==> src/rtl/seg_pkg.sv <==
// Seven-segment encoding shared by the scan driver: active-low {g,f,e,d,c,b,a} hex glyphs.
package seg_pkg;

  typedef logic [6:0] seg_t;

  localparam seg_t SEG_BLANK = 7'h7F;

  localparam seg_t SEG_HEX [0:15] = '{
    7'h40, 7'h79, 7'h24, 7'h30, 7'h19, 7'h12, 7'h02, 7'h78,
    7'h00, 7'h18, 7'h08, 7'h03, 7'h46, 7'h21, 7'h06, 7'h0E
  };

  function automatic seg_t hex_to_seg(input logic [3:0] nibble);
    return SEG_HEX[nibble];
  endfunction

endpackage

==> src/rtl/seg_hex_lut.sv <==
// Combinational hex nibble to active-low segment pattern.
module seg_hex_lut
  import seg_pkg::*;
(
  input  logic [3:0] nibble,
  output logic [6:0] seg
);

  assign seg = hex_to_seg(nibble);

endmodule

==> src/rtl/seven_seg_scan_driver.sv <==
// Time-multiplexed common-anode seven-segment scanner with per-slot dead time.
// Define SEVEN_SEG_SCAN_LZB_EN to enable leading-zero blanking.
module seven_seg_scan_driver
  import seg_pkg::*;
#(
  parameter int unsigned NUM_DIGITS   = 4,
  parameter int unsigned SCAN_DIV     = 50000,
  parameter int unsigned GUARD_CYCLES = 2
) (
  input  logic                      clk,
  input  logic                      rst,
  input  logic [4*NUM_DIGITS-1:0]   value,
  input  logic                      load,
  input  logic [NUM_DIGITS-1:0]     digit_en,
  input  logic [NUM_DIGITS-1:0]     dp_in,
  output logic [6:0]                seg_n,
  output logic                      dp_n,
  output logic [NUM_DIGITS-1:0]     an_n,
  output logic                      frame_tick
);

  localparam int unsigned CW = $clog2(SCAN_DIV);
  localparam int unsigned IW = $clog2(NUM_DIGITS);

  logic [CW-1:0]           div_cnt;
  logic [IW-1:0]           idx;
  logic [4*NUM_DIGITS-1:0] shadow_value;
  logic [NUM_DIGITS-1:0]   shadow_en;
  logic [NUM_DIGITS-1:0]   shadow_dp;
  logic [NUM_DIGITS-1:0]   shadow_keep;

  logic [3:0] nibbles [NUM_DIGITS];
  logic [3:0] cur_nibble;
  logic [6:0] cur_seg;
  logic       div_wrap;
  logic       idx_last;
  logic       digit_on;

  always_comb begin
    for (int k = 0; k < int'(NUM_DIGITS); k++) begin
      nibbles[k] = shadow_value[4*k +: 4];
    end
  end

  assign cur_nibble = nibbles[idx];

  seg_hex_lut u_lut (
    .nibble (cur_nibble),
    .seg    (cur_seg)
  );

  assign div_wrap = (div_cnt == CW'(SCAN_DIV - 1));
  assign idx_last = (idx == IW'(NUM_DIGITS - 1));
  assign digit_on = shadow_en[idx] & shadow_keep[idx] & (div_cnt >= CW'(GUARD_CYCLES));

`ifdef SEVEN_SEG_SCAN_LZB_EN
  // Digit k stays visible if any nibble at or above k is non-zero; digit 0 always stays.
  logic [NUM_DIGITS-1:0] keep_d;
  always_comb begin
    logic seen;
    seen   = 1'b0;
    keep_d = '0;
    for (int k = int'(NUM_DIGITS) - 1; k >= 0; k--) begin
      seen      = seen | (value[4*k +: 4] != 4'd0);
      keep_d[k] = seen | (k == 0);
    end
  end
`else
  assign shadow_keep = '1;
`endif

  always_ff @(posedge clk) begin
    if (rst) begin
      div_cnt      <= '0;
      idx          <= '0;
      shadow_value <= '0;
      shadow_en    <= '0;
      shadow_dp    <= '0;
`ifdef SEVEN_SEG_SCAN_LZB_EN
      shadow_keep  <= '0;
`endif
      seg_n        <= SEG_BLANK;
      dp_n         <= 1'b1;
      an_n         <= '1;
      frame_tick   <= 1'b0;
    end else begin
      if (div_wrap) begin
        div_cnt <= '0;
        idx     <= idx_last ? '0 : idx + 1'b1;
      end else begin
        div_cnt <= div_cnt + 1'b1;
      end
      frame_tick <= div_wrap & idx_last;

      if (load) begin
        shadow_value <= value;
        shadow_en    <= digit_en;
        shadow_dp    <= dp_in;
`ifdef SEVEN_SEG_SCAN_LZB_EN
        shadow_keep  <= keep_d;
`endif
      end

      if (digit_on) begin
        an_n  <= ~(NUM_DIGITS'(1) << idx);
        seg_n <= cur_seg;
        dp_n  <= ~shadow_dp[idx];
      end else begin
        an_n  <= '1;
        seg_n <= SEG_BLANK;
        dp_n  <= 1'b1;
      end
    end
  end

endmodule

==> config.mk <==
export PLATFORM = sky130hd
export DESIGN_NAME = seven_seg_scan_driver
export DESIGN_NICKNAME = d
export VERILOG_FILES = /design/src/rtl/seg_pkg.sv /design/src/rtl/seg_hex_lut.sv /design/src/rtl/seven_seg_scan_driver.sv
export SDC_FILE = /design/constraint.sdc
export NUM_CORES = 1
export LEC_CHECK = 0
export ABC_AREA = 1
export CAP_MARGIN = 40
export CELL_PAD_IN_SITES_DETAIL_PLACEMENT = 1
export CELL_PAD_IN_SITES_GLOBAL_PLACEMENT = 1
export CORE_MARGIN = 2
export CORE_UTILIZATION = 34
export DETAILED_ROUTE_END_ITERATION = 16
export PLACE_DENSITY_LB_ADDON = 0.1
export RECOVER_POWER = 100
export SYNTH_ARGS = -nofsm -noshare
export SYNTH_HDL_FRONTEND = slang
export SYNTH_SLANG_ARGS = --single-unit
==> constraint.sdc <==
create_clock -name clk -period 1.54 [get_ports clk]
set_input_delay 0.231 -clock clk [delete_from_list [all_inputs] [get_ports clk]]
set_output_delay 0.231 -clock clk [all_outputs]
set_load 0.02 [all_outputs]
Word level (Yosys, flattened, before mapping)
Memory sizes are Yosys's and may differ from the RTL's. A register that Yosys moved wholly into a read port is not among the register bits. Index checks and enable logic that the tools add are counted.

Add/sub/neg operators: 2. Magnitude comparators: 3. Eq/ne operators: 2. Shift-type cells: 1. Muxes and demuxes: 10. Bitwise operators: 8. Reduce and logical (&&, ||, !) cells: 2.

Operator list (count): $add A16 B1 Y16 const B (1); $eq A16 B16 Y1 const B (1); $ge A16 B2 Y1 const B (1); $bmux W4 S2 (1); $mux W4 (2); $bmux W1 S2 (3); $not A4 Y5 (1); $not A4 Y4 (1); $reduce_or A2 Y1 (2); $shl A1 B2 Y4 const A (1); $and A1 B1 Y1 (3); $ge A3 B3 Y1 const B (1); $lt A2 B3 Y1 const B (1); $mux W1 (3); $not A2 Y3 (1); $add A2 B1 Y2 const B (1); $eq A2 B2 Y1 const B (1); $mux W2 (1); $not A1 Y1 (2).

Register bits: 48. ROM bits: 112. Input bits: 27. Output and inout port bits: 13. Word-level logic and storage cells: 37. Memories kept: 1.

Memory list: (no name shown) (words 16, bits a word 7, rd ports 1, clocked after memory_dff 1, write ports 0, RTL line seg_pkg.sv:14) `return SEG_HEX[nibble];`.

Logic depth before layout (Yosys ltp)
Gate-level depths: netlist of the first run.

Word-level depth: 6. Gate-level depth with buffers: 11. Mapped depth without buffers: 10.

Cells and area by module
Synthesis of the first run repeated with hierarchy kept, for this count alone.

Cell total of the unflattened synthesis: 385. Area, all modules: 2676.3 um^2.

Modules (own cells, without submodules): seven_seg_scan_driver (instances 1, cells each 335, area an instance 2412.3 um^2, sequential area each 1101.1 um^2); seg_hex_lut (instances 1, cells each 50, area an instance 264.0 um^2, sequential area each 0.0 um^2).

Worst setup path after synthesis of the first run
OpenSTA, ideal clock, no wires.

Path kind: reg-to-reg. From: register idx[0]. To: register seg_n[3]. Library setup time: 113 ps. Data arrival time: 1449 ps. Data required time: 1427 ps. Path slack: -21 ps. Cell stages (with the launch flop): 12. Buffers on the path: 1. Clock period less this slack: 1561 ps. Path through: dfxtp_1 -> inv_2 -> buf_6 -> nand2_1 -> nand3_1 -> nand2_1 -> inv_1 -> ha_1 -> nand3_1 -> nand3_1 -> nand2_1 -> nand2_1.

Word-level cells in the longest chain between the ends: 6. Elaborated cells between the ends (all ways): 13. Classes of those cells: 7 x mux; 5 x bitwise; 1 x reduce/logical.

Ends and longest elaborated chain: from (decl) (RTL line seven_seg_scan_driver.sv:26) `logic [IW-1:0] idx;`; from (signal assigned) (RTL line seven_seg_scan_driver.sv:89) `idx <= idx_last ? '0 : idx + 1'b1;`; $bmux W1 S2 (RTL line seven_seg_scan_driver.sv:54) `assign digit_on = shadow_en[idx] & shadow_keep[idx] & (div_cnt >= CW'(GUARD_CYCLES));`; $mux W1 (not written as such) (RTL line seven_seg_scan_driver.sv:54); $and A1 B1 Y1 (2 in a row) (RTL line seven_seg_scan_driver.sv:54); $not A1 Y1 (no line); $reduce_or A2 Y1 (no line); to (decl) (RTL line seven_seg_scan_driver.sv:16) `output logic [6:0] seg_n,`.

Parallel ways exist; a longest one is shown, timed or not. The select of a mux whose other input is x is not followed. A chain may end at the register's enable or synchronous reset.

Worst setup path in the final report of the first run
From: register an_n[2]. To: output port an_n[2].

RTL lines: from (decl) (RTL line seven_seg_scan_driver.sv:18) `output logic [NUM_DIGITS-1:0] an_n,`; from (signal assigned) (RTL line seven_seg_scan_driver.sv:105) `an_n <= ~(NUM_DIGITS'(1) << idx);`.

No word-level cell between the ends.

==> results.yml, run 1 <==
setup_path:
  worstReg2RegStart: "div_cnt[0]$_SDFF_PP0_"
  worstPathCellList: "clkdlybuf4s50_1"
  critPathKind: "register to output port"
  r2r_cells: 9
  start_kind: "register"
  cp_top_family: "buffers and inverters"
  worstSetupEndpointType: "output port"
  reg2reg_to: "div_cnt[9]$_SDFF_PP0_"
  arrival_ns: 1.24
  worstPathMaxFanout: 1
  crit_path_max_incr_delay_ns: 0.60
  critPathRequiredTime_ns: 1.31
  critPathBufInv: 1
  critPathSlowestCell: "clkdlybuf4s50_1"
  reg2reg_setup_slack_ns: 0.10
sta:
  post-route-period-util: 0.955
  fin_ws_ns: 0.0697
  min_period_ns: 1.47
  hold_viol: 0
  finClkSkew_ns: 0.00517
  rsz0062_at_grt: "true"
  slew_violations: 0
  setup_violations: 0
  setup_tns_ns: 0
  worst_slew_pin_slew_ns: 0.644
  slew_headroom: 0.571
  max_freq_ghz: 0.680
layout:
  syn_to_final_growth_pct: 31.1
  n_fill_cell: 938
  ff_latch_area_um2: 1110
  mostFrequentLayoutCells: "nand2_1 (81), nor2_1 (71), dfxtp_1 (53)"
  drive_above_1_share: 0.122
  multi_input_area_um2: 1400
  layout_commonest_cell: "nand2_1"
  final_nets: 462
  num_antenna_cells: 0
placement:
  gp_congestion: 0.786
  hpwlAfterDp_um: 4920
  io_buffer_count: 39
  pre_cts_ws_ns: 0.0197
floorplanning:
  dieArea_um2: 8340
  fp-row-count: 31
  initial_core_util: 0.354
  num_io_pins: 40
  core_area_um2: 7330
  die_w_um: 91.3
  die_h_um: 91.3
hold_path:
  holdPathStages: 2
  hp-start: "shadow_dp[0]$_SDFFE_PP0P_"
  holdPathEnd: "shadow_dp[0]$_SDFFE_PP0P_"
  min_path_type: "register to register"
routing:
  drt_first_pass_iters: 4
  postRouteAntennaNets: 0
  wl_per_cell_um: 12.6
  drtIter0Drc: 67
  routed_wl_um: 6610
  vias: 2475
  via_per_inst: 4.72
  drc_errors: 0
synth:
  yosys_warnings: 0
  synth.avg_cell_area_um2: 6.97
  ys_ff_latch: 55
  synthCells: 372
  ys_types: 25
  synth_area_um2: 2590
  syn-num-nets: 410
  yosysSeqAreaShare: 0.425
power_and_ir_drop:
  power_density_nw_per_um2: 794
  power.total_mw: 2.70
  peakVddDrop_mv: 0.424
  leakagePower_nw: 1.38
clock_tree:
  cts_max_level: 2
  clock_sinks: 55
  cts_buffers: 5
  clock_latency_ns: 0.31
  cts-root-buf: "clkbuf_8"
  cts_tree: "yes"
  cts_buffer_depth: 2
  ctsHoldBuffers: 0
  cts.reportedPaths.clkPinSlew_ns: 0.10
grt:
  grt_pass1_wl_um: 11300
  grt_use_total: 0.164
  grt_max_degree: 24
  gr-total-overflow: 0
  antenna_found_initial: 0
  grt_pass1_vias: 2434
outcome:
  outcome: "finished, final reports clean"
flow_run:
  drv_cap: 0
## stage by stage
stage / area, um2 / instances / hold slack (ns) / utilization
floorplan: 2590 / 372 / 0.366 / -
global route: 3400 / 524 / 0.486 / 0.464
CTS: 3300 / 522 / 0.466 / 0.450
global placement: 3210 / 514 / 0.445 / 0.438
finish: 3400 / 524 / 0.459 / 0.464
detailed placement: 3210 / 514 / 0.451 / 0.438
## worst max-delay path by stage
stage                                from                     to  cells past startpoint
finish                 an_n[2]$_SDFF_PP1_                an_n[2]                      1
global route          idx[0]$_SDFFE_PP0N_    seg_n[3]$_SDFF_PP1_                     10
CTS                 div_cnt[0]$_SDFF_PP0_  div_cnt[8]$_SDFF_PP0_                      9
detailed placement  div_cnt[0]$_SDFF_PP0_  div_cnt[8]$_SDFF_PP0_                      9
global placement      idx[0]$_SDFFE_PP0N_    seg_n[5]$_SDFF_PP1_                     10
floorplan             idx[1]$_SDFFE_PP0N_    seg_n[3]$_SDFF_PP1_                      9
## flip-flops by register name, indices dropped and copies added (netlist names), 2 cells and up
name and count:
seg_n 7, idx 2, shadow_en 4, an_n 4, shadow_value 16, div_cnt 16
shadow_dp 4
## kinds of logic after synthesis
kind of cell    share of synthesized area
compound gates                     0.0946
xor+xnor                          0.00676
fa+ha+maj                          0.0531
buf+inv                            0.0729
flops                               0.425
simple gates                        0.348
## per-layer routing
layer  vias up  routed length (um)  GRT usage
met4         0                  82     0.0404
met5         -                   0          0
met2        45                3010      0.263
li1       1296                   -          -
met1      1127                3300      0.228
met3         7                 221     0.0315
## cell type report
type | count | share of cell area
clock inverter | 2 | 0.00368
tap | 99 | 0.0364
multi-input combinational | 274 | 0.410
clock buffer | 6 | 0.0213
sequential | 55 | 0.325
timing repair buffer | 58 | 0.170
inverter | 30 | 0.0331
## cells in the mapped netlist
| master | count | area (um2) |
|---|---|---|
| clkbuf_1 | 7 | 26.3 |
| inv_2 | 3 | 11.3 |
| xnor2_1 | 1 | 8.76 |
| buf_1 | 1 | 3.75 |
| a21oi_1 | 19 | 95.1 |
| nand3_2 | 2 | 20.0 |
| o21ai_1 | 1 | 5.00 |
| nor2_1 | 73 | 274 |
| o21ai_0 | 29 | 145 |
| dfxtp_1 | 55 | 1100 |
| buf_2 | 1 | 5.00 |
| buf_4 | 1 | 7.51 |
| nand2_2 | 4 | 25.0 |
| nor3_1 | 3 | 15.0 |
| nand3_1 | 34 | 170 |
| ha_1 | 11 | 138 |
| and2_1 | 1 | 6.26 |
| nand2_1 | 84 | 315 |
| nand4_1 | 6 | 37.5 |
| nand3b_1 | 2 | 15.0 |
| buf_6 | 3 | 33.8 |
| or2_2 | 2 | 12.5 |
| inv_1 | 27 | 101 |
| xor2_1 | 1 | 8.76 |
| nor2_4 | 1 | 11.3 |
## report_power, final
| group | leakage [nW] | switching, mW | internal, mW | total, mW |
|---|---|---|---|---|
| clock | 0.0412 | 0.491 | 0.320 | 0.811 |
| combinational | 0.887 | 0.197 | 0.186 | 0.383 |
| sequential | 0.452 | 0.0289 | 1.48 | 1.51 |
## timing repair
| item | in CTS | in global routing |
|---|---|---|
| endpoints found under the hold margin | 0 | 0 |
| pin swaps | 0 | 4 |
| endpoints found under the setup margin | 5 | 30 |
| buffers inserted | 0 | 2 |
| resized for setup | 2 | 20 |
Note: power is estimated with default switching activity, not from simulation.
==> run 2: changes to the inputs <==
- CORE_UTILIZATION: 34 -> 35
- SETUP_SLACK_MARGIN: default -> 0.02
- SYNTH_HIERARCHICAL: default -> 1
==> results.yml, run 2 <==
setup_path:
  start_kind: "register"
  crit_path_frequent_cell: "nand2_1"
  critPathBufInv: 4
  worstPathCellList: "inv_2, o21ai_4, o22ai_4, inv_2, ha_4, inv_2, nand2_1, nand2_1, nand2_1, nand2_1, inv_1, nand3_1"
  critPathRequiredTime_ns: 1.74
  critPathSlowestCell: "dfxtp_2"
  arrival_ns: 1.76
  worstPathMaxFanout: 5
  crit_start: "idx[1]$_SDFFE_PP0N_"
  cp_top_family: "flip-flops"
  critPathKind: "register to register"
  worstSetupEndpointType: "register"
  crit_path_max_incr_delay_ns: 0.36
  worstReg2RegStart: "idx[1]$_SDFFE_PP0N_"
  cp_num_cells: 12
  r2r_cells: 12
floorplanning:
  die_h_um: 91.4
  fp-row-count: 31
  die_w_um: 91.4
  dieArea_um2: 8360
  initial_core_util: 0.365
  num_io_pins: 40
  core_area_um2: 7330
layout:
  ff_latch_area_um2: 1110
  num_antenna_cells: 0
  drive_above_1_share: 0.155
  largest_registers: "div_cnt x16, shadow_value x16, seg_n x7"
  mostFrequentLayoutCells: "nor2_1 (91), nand2_1 (55), dfxtp_1 (51)"
  multi_input_area_um2: 1450
  final_nets: 477
  final_core_utilization: 0.475
  n_fill_cell: 941
  syn_to_final_growth_pct: 30.1
  fin_cells: 538
  layout_commonest_cell: "nor2_1"
clock_tree:
  cts_tree: "yes"
  cts_max_level: 2
  cts_buffers: 5
  cts_buffer_depth: 2
  clock_sinks: 55
  cts-root-buf: "clkbuf_8"
  clock_latency_ns: 0.31
  cts.reportedPaths.clkPinSlew_ns: 0.10
sta:
  setup_violations: 4
  hold_viol: 0
  slew_violations: 0
  max_freq_ghz: 0.639
  rsz0062_at_grt: "true"
  finClkSkew_ns: 0.00537
  min_period_ns: 1.57
  post-route-period-util: 1.02
  worst_slew_pin_slew_ns: 0.475
  slew_headroom: 0.683
  fin_ws_ns: -0.0254
routing:
  wl_per_cell_um: 12.9
  via_per_inst: 4.70
  drtIter0Drc: 67
  routed_wl_um: 6940
  postRouteAntennaNets: 0
  vias: 2530
  drc_errors: 0
  drt_first_pass_iters: 4
outcome:
  violations: "negative setup slack"
  outcome: "finished, violations left"
synth:
  synth_top_area_cell: "dfxtp_1"
  synthFlopType: "dfxtp_1"
  yosys-top-cells-count: "nor2_1 (94), nand2_1 (57), dfxtp_1 (55)"
  synth.most_common_cell: "nor2_1"
  ys_types: 29
  syn-num-nets: 424
  synth.avg_cell_area_um2: 6.95
  synth_adder_area_share: 0.0561
  yosys_warnings: 6
  synth_mux_area_frac: 0
  synth_edf_count: 0
  synthTopCellsByArea: "dfxtp_1 (41%), nor2_1 (13%), nand2_1 (8.0%)"
  synthCells: 385
  synth_top_family_by_area: "simple AND/OR/NAND/NOR gates"
  synth_async_sr_flop_share: 0
  synth_area_um2: 2680
  synth-simple-area-share: 0.320
  ys_ff_latch: 55
  yosysSeqAreaShare: 0.411
  yosysTopAreaCellShare: 0.411
  synthXorXnorAreaFrac: 0.0131
  synth-compound-area-share: 0.110
power_and_ir_drop:
  p_switching_mw: 0.728
  p_comb_frac: 0.146
  switching_share: 0.269
  peakVddDrop_mv: 0.408
  clock_power_share: 0.295
  p_int_mw: 1.98
  sequentialPowerShare: 0.559
  leakagePower_nw: 1.43
  power_density_nw_per_um2: 778
grt:
  grt_pass1_vias: 2530
  grt_max_degree: 27
  gr-total-overflow: 0
  grt_pass1_wl_um: 11800
  antenna_found_initial: 0
  grt_util_met2: 0.284
  grt_most_used_layer: "met2"
  use_met3: 0.0290
  use_met1: 0.233
  grt_use_total: 0.172
placement:
  hpwlAfterDp_um: 5210
  dp.cells: 527
  gp_congestion: 0.788
  io_buffer_count: 39
hold_path:
  min_path_type: "register to register"
  hp-start: "div_cnt[0]$_SDFF_PP0_"
  holdPathStages: 1
flow_run:
  drv_cap: 0
## run 2: cell types whose count changed after synthesis, sizes merged, moves of 3 or more
cell | before | now
nor3 | 3 | 0
inv | 30 | 42
nand2 | 88 | 62
xnor2 | 1 | 4
nor2 | 74 | 98
a21oi | 19 | 14
o21ai | 30 | 36
o22ai | 0 | 4
## run 2: metal layers
| metal | vias to the layer above | routed length (um) | share of wire |
|---|---|---|---|
| li1 | 1327 | - | - |
| met1 | 1163 | 3510 | 0.51 |
| met2 | 35 | 3160 | 0.46 |
| met3 | 5 | 201 | 0.029 |
| met4 | 0 | 70 | 0.010 |
| met5 | - | 0 | 0 |
## run 2: timing repair
| item | 4_1_cts | 5_1_grt |
|---|---|---|
| hold buffers | 0 | 0 |
| cloned | 0 | 0 |
| gates resized for setup | 19 | 18 |
| setup endpoints to repair | 8 | 32 |
| setup buffers | 2 | 1 |
| pin swaps | 7 | 5 |
## run 2: cell type report
cell class	instances	share of cell area
multi-input cells	274	0.416
flip-flops and latches	55	0.318
well taps	99	0.0356
repair buffers	59	0.156
inverters	43	0.0492
clock buffers	6	0.0208
clock inverters	2	0.00359
## run 2: worst reg2reg max path: cells and delay by family (launching register included)
family	cells	cell delay, ns
buf+inv	4	0.30
flops	1	0.36
simple gates	5	0.23
compound gates	2	0.27
fa+ha+maj	1	0.29
## run 2: power by group through the flow
stage / registers, mW / clock network, mW / logic [mW]
finish: 1.52 / 0.798 / 0.395
global placement: 1.54 / 0 / 0.370
CTS: 1.51 / 0.834 / 0.396
detailed placement: 1.54 / 0 / 0.380
floorplan: 1.54 / 0 / 0.216
global route: 1.52 / 0.882 / 0.448
## run 2: final timing paths
check	slack [ns]	endpoint
hold reg to reg	0.44	div_cnt[0]$_SDFF_PP0_
setup / recovery	-0.03	seg_n[3]$_SDFF_PP1_
setup reg to reg	-0.03	seg_n[3]$_SDFF_PP1_
hold / removal	0.44	div_cnt[0]$_SDFF_PP0_
## run 2: metrics by stage
step / setup TNS (ns) / cell area [um2] / hold WS [ns] / power [mW] / worst slack [ns]
after floorplan: -0.0730 / 2720 / 0.307 / 1.76 / -0.0718
after global placement: -0.125 / 3300 / 0.448 / 1.91 / -0.0548
after detailed placement: -0.412 / 3300 / 0.457 / 1.92 / -0.0988
after CTS: -0.0341 / 3460 / 0.474 / 2.74 / -0.0318
after global routing: -1.76 / 3480 / 0.470 / 2.85 / -0.154
final: -0.0693 / 3480 / 0.437 / 2.71 / -0.0254
## run 2: kinds of logic (layout without fill, tap and decap cells)
family,count (synthesis),in the layout
DFF,55,55
adders and majority gates,12,12
xor gates and xnor gates,4,4
and+or+nand+nor,202,202
AOI/OAI and AO/OA,56,56
buffers and inverters,56,110
